**config.mk**
```make
export PLATFORM = sky130hd
export DESIGN_NAME = id_stage
export DESIGN_NICKNAME = d
export VERILOG_FILES = /design/src/rtl/id_stage.sv
export SDC_FILE = /design/constraint.sdc
export NUM_CORES = 2
export LEC_CHECK = 0
export BUFFER_PORTS_ARGS = -buffer_cell sky130_fd_sc_hd__buf_2
export CORE_MARGIN = 8
export CORE_UTILIZATION = 45
export CTS_CLUSTER_DIAMETER = 50
export DETAILED_ROUTE_END_ITERATION = 7
export PLACE_DENSITY = 0.68
export SLEW_MARGIN = 10
export SYNTH_ARGS = -nofsm -noshare
export SYNTH_HDL_FRONTEND = slang
export SYNTH_SLANG_ARGS = --single-unit
```
**constraint.sdc**
```tcl
create_clock -name clk -period 2.4 [get_ports clk]
set_input_delay 0.24 -clock clk [delete_from_list [all_inputs] [get_ports clk]]
set_output_delay 0.24 -clock clk [all_outputs]
set_load 0.02 [all_outputs]
```
**src/rtl/id_stage.sv**
```systemverilog
// Decode stage: register file, immediate generation and operand select into a one-entry ID/EX register.
// Result appears the cycle after capture. ID_ready = !ID_valid || EX_ready; writeback bypasses and patches a held entry.
module id_stage (
  input  logic        clk,
  input  logic        rst,
  input  logic [31:0] IF_instr,
  input  logic        IF_valid,
  output logic        ID_ready,
  input  logic        EX_ready,
  input  logic        flush,
  input  logic        WB_we,
  input  logic [4:0]  WB_rd,
  input  logic [31:0] WB_val,
  output logic        ID_valid,
  output logic [6:0]  ID_opcode,
  output logic [2:0]  ID_fn_3,
  output logic [6:0]  ID_fn_7,
  output logic [31:0] ID_rs1_val,
  output logic [31:0] ID_mux_val,
  output logic [4:0]  ID_rd,
  output logic        ID_illegal,
  output logic [31:0] ID_issue_cnt
);

  localparam logic [6:0] OP_R    = 7'b0110011;
  localparam logic [6:0] OP_I    = 7'b0010011;
  localparam logic [6:0] OP_LOAD = 7'b0000011;

  logic [31:0] rf [32];

  logic [4:0]  held_rs1;
  logic [4:0]  held_rs2;

  logic [6:0]  opcode;
  logic [4:0]  rs1_idx;
  logic [4:0]  rs2_idx;
  logic        wb_hit;
  logic        accept;
  logic [31:0] rs1_rd;
  logic [31:0] rs2_rd;
  logic [31:0] mux_nxt;
  logic [6:0]  fn7_nxt;
  logic        illegal_nxt;

  assign opcode  = IF_instr[6:0];
  assign rs1_idx = IF_instr[19:15];
  assign rs2_idx = IF_instr[24:20];
  assign wb_hit  = WB_we && (WB_rd != 5'd0);

  // Only depends on entry state and EX_ready, never on IF_valid or WB_*.
  assign ID_ready = !ID_valid || EX_ready;
  assign accept   = IF_valid && ID_ready && !flush;

  always_comb begin
    rs1_rd      = '0;
    rs2_rd      = '0;
    mux_nxt     = '0;
    fn7_nxt     = '0;
    illegal_nxt = 1'b1;

    if (rs1_idx != 5'd0)
      rs1_rd = (wb_hit && WB_rd == rs1_idx) ? WB_val : rf[rs1_idx];
    if (rs2_idx != 5'd0)
      rs2_rd = (wb_hit && WB_rd == rs2_idx) ? WB_val : rf[rs2_idx];

    case (opcode)
      OP_R: begin
        mux_nxt     = rs2_rd;
        fn7_nxt     = IF_instr[31:25];
        illegal_nxt = 1'b0;
      end
      OP_I: begin
        mux_nxt     = {{20{IF_instr[31]}}, IF_instr[31:20]};
        fn7_nxt     = IF_instr[31:25];
        illegal_nxt = 1'b0;
      end
      OP_LOAD: begin
        mux_nxt     = {{20{IF_instr[31]}}, IF_instr[31:20]};
        illegal_nxt = 1'b0;
      end
      default: ;
    endcase
  end

  always_ff @(posedge clk) begin
    if (rst) begin
      for (int i = 0; i < 32; i++) rf[i] <= '0;
      ID_valid     <= 1'b0;
      ID_opcode    <= '0;
      ID_fn_3      <= '0;
      ID_fn_7      <= '0;
      ID_rs1_val   <= '0;
      ID_mux_val   <= '0;
      ID_rd        <= '0;
      ID_illegal   <= 1'b0;
      ID_issue_cnt <= '0;
      held_rs1     <= '0;
      held_rs2     <= '0;
    end else begin
      if (wb_hit) rf[WB_rd] <= WB_val;
      if (ID_valid && EX_ready) ID_issue_cnt <= ID_issue_cnt + 32'd1;

      if (flush) begin
        ID_valid <= 1'b0;
      end else if (accept) begin
        ID_valid   <= 1'b1;
        ID_opcode  <= opcode;
        ID_fn_3    <= IF_instr[14:12];
        ID_fn_7    <= fn7_nxt;
        ID_rs1_val <= rs1_rd;
        ID_mux_val <= mux_nxt;
        ID_rd      <= IF_instr[11:7];
        ID_illegal <= illegal_nxt;
        held_rs1   <= rs1_idx;
        held_rs2   <= rs2_idx;
      end else if (EX_ready) begin
        ID_valid <= 1'b0;
      end else if (ID_valid && wb_hit) begin
        // Stalled entry: late writeback patches operands already read.
        if (WB_rd == held_rs1)
          ID_rs1_val <= WB_val;
        if (ID_opcode == OP_R && WB_rd == held_rs2)
          ID_mux_val <= WB_val;
      end
    end
  end

endmodule
```
==> flow_summary.yaml <==
worst_setup_path:
  cpLargestDelayFamily: "buffers and inverters"
  crit_slowest_cell: "dlygate4sd3_1"
  cpPeakStageDelay_ns: 0.56
  crit_path_cell_trace: "dlygate4sd3_1 -> buf_8 -> xnor2_1 -> nand2_1 -> or3_1 -> buf_4 -> buf_4 -> o211a_1 -> a221o_1 -> a211oi_1"
  cp_common_cell: "buf_4"
  critPathLaunchType: "primary input"
  end_kind: "flop"
  cp.buffers_inverters: 4
  crit_type: "primary input to flop"
  required_ns: 3.08
  cp_max_fo: 10
  worstPathArrival_ns: 3.02
clock_tree:
  htreeDepth: 4
  cts-root-buf: "clkbuf_16"
  numClockSinks: 1154
  clkTransAtPathRegs_ns: 0.05
  cts_made_buffers: 137
  clk_latency_ns: 0.77
  clockBufferDepth: 3
  cts_tree: "yes"
die:
  die_area_sq_um: 147500
  core_area_sq_um: 135000
  die_w_um: 384.1
  die_h_um: 384.1
  top_level_ports: 196
  rows: 135
  initial_core_util: 0.4517
synthesis:
  ys_ff_latch: 1154
  synthCells: 4379
  synthTopCellsByArea: "edfxtp_1, mux4_2, and2_1, dfxtp_1, mux2i_1"
  yosys.area.top_type: "edfxtp_1"
  yosysMostFrequentCell: "edfxtp_1"
  synth.top_cells.by_count: "edfxtp_1, and2_1, mux4_2"
  synth_edf_count: 1024
  synth-main-ff-cell: "edfxtp_1"
  synth_cell_type_count: 76
  synth_top_cell_area_share: 0.5044
  syn_area_sq_um: 60960
  syn_area_per_cell_sq_um: 13.92
  yosys_warnings: 0
  synth-async-reset-ratio: 0
  seq_area_frac_synth: 0.5471
timing:
  rsz0062_at_grt: "false"
  tightest_slew_ns: 1.274
  clock.fmax_mhz: 426.8
  drv_slew: 0
  fin_crit_ns: 2.343
  skew_ns: 0.02865
  max_slew_margin: 0.1460
  setup_viol: 0
  hold_viol: 0
  fin_hold_ws_ns: 0.03236
  finalCritPeriodShare: 0.9764
place:
  dpl.hpwl_um: 137200
  routabilityCongestion: 0.9479
  numPortBuffers: 195
  placedCellCount: 6408
cells_and_area:
  synthToLayoutAreaGrowth_pct: 18.65
  drive_gt1_frac: 0.2928
  final_util: 0.5359
  final_nets: 4883
  finalNonFillerCells: 6706
routing:
  route.detailed.drc: 0
  drt_pre_antenna_iters: 8
  wl_per_cell_um: 30.47
  vias_per_cell: 6.274
  drt_iter0_drc: 5382
  ant_nets: 0
  wl_um: 204400
  vias: 42080
outcome:
  status: "finished, final reports clean"
global_route:
  grt_pass1_wl_um: 294400
  grt_overflow: 0
  antenna_found_initial: 10
  track_usage: 0.2722
  grt_pass1_vias: 41650
  grt_max_degree: 73
pwr:
  irDropWorstVdd_mv: 0.5539
  p_leak_nw: 26.17
  p_total_mw: 51.15
  power_density_nw_per_um2: 707.2
flow_run:
  drv_cap: 0
hold_path:
  hp-class: "primary input to flop"
-- layout by cell type, fill, tap and decap left out, types with 107 or more instances in the layout --
cell type and n:
a22oi_1 117, nand2_1 123, and2_1 996, mux2i_1 200
edfxtp_1 1024, a211oi_1 107, dfxtp_1 130, a21oi_1 161
buf_12 116, buf_2 187, buf_4 350, mux4_2 459
clkbuf_16 145
-- repair_timing --
item	4_1_cts	5_1_grt
pin swaps	0	2
buffers inserted	0	3
resized for setup	1	8
hold buffers	38	0
endpoints found under the hold margin	92	0
setup endpoints to repair	1	73
-- layer usage --
metal | up-vias | global-route usage | routed length (um)
li1 | 17500 | - | -
met1 | 21500 | 0.3671 | 79170
met2 | 2596 | 0.4241 | 93370
met3 | 470 | 0.06644 | 22670
met4 | 8 | 0.1114 | 9090
met5 | - | 0 | 54
-- per-stage QoR --
step | instance area, sq um | TNS (ns) | setup slack, ns
floorplan | 61080 | 0 | 0.2498
global placement | 67270 | -2.889 | -0.4958
detailed placement | 67270 | -2.805 | -0.4739
CTS | 72260 | 0 | 0.003149
global route | 72320 | 0 | 0.0007510
finish | 72330 | 0 | 0.05675
-- layout make-up --
| type | count | area, sq um |
|---|---|---|
| clock inverters | 78 | 823.3 |
| inverters | 11 | 41.29 |
| multi-input cells | 2805 | 25730 |
| well taps | 1781 | 2228 |
| repair buffers | 698 | 6362 |
| diodes | 4 | 10.01 |
| flip-flops and latches | 1154 | 33350 |
| clock buffers | 175 | 3781 |
| fillers | 10970 | 62630 |
-- state kept, by name (all words and copies together) (netlist names) --
name and flops:
held_rs1 5, ID_opcode 7, ID_fn_7 7, ID_mux_val 32, held_rs2 5, ID_valid 1
ID_fn_3 3, ID_rs1_val 32, rf 1024, ID_rd 5, ID_issue_cnt 32, ID_illegal 1
-- cell families (layout without fill, tap and decap cells) --
kind of cell / after synthesis / count (layout) / share of synthesized area
AOI/OAI and AO/OA: 563 / 563 / 0.06120
xor gates and xnor gates: 46 / 46 / 0.006609
adders and majority gates: 1 / 1 / 0.0002052
buffers and inverters: 451 / 962 / 0.03602
DFF: 1154 / 1154 / 0.5471
muxes: 672 / 672 / 0.2048
other: 1 / 36 / 0.00006151
and+or+nand+nor: 1491 / 1491 / 0.1440
-- path summary, 6_finish.rpt --
| path | start | depth (start not counted) | to | slack (ns) |
|---|---|---|---|---|
| worst max-delay path | IF_instr[20] | 10 | ID_mux_val[3]$_SDFFE_PP0P_ | 0.06 |
| worst min-delay path | WB_val[4] | 2 | rf[11][4]$_SDFFCE_PN0P_ | 0.03 |
| worst max register to register | ID_opcode[3]$_SDFFE_PP0P_ | 7 | ID_mux_val[28]$_SDFFE_PP0P_ | 0.06 |
| worst min register to register | ID_fn_3[0]$_SDFFE_PP0P_ | 2 | ID_fn_3[0]$_SDFFE_PP0P_ | 0.45 |
-- power breakdown --
part	leakage, nW	switching (mW)	internal (mW)
clock	2.24	8.74	12.6
sequential	10.8	0.637	22.9
combinational	13.1	3.47	2.83
Power figures use the tool's default switching activity.
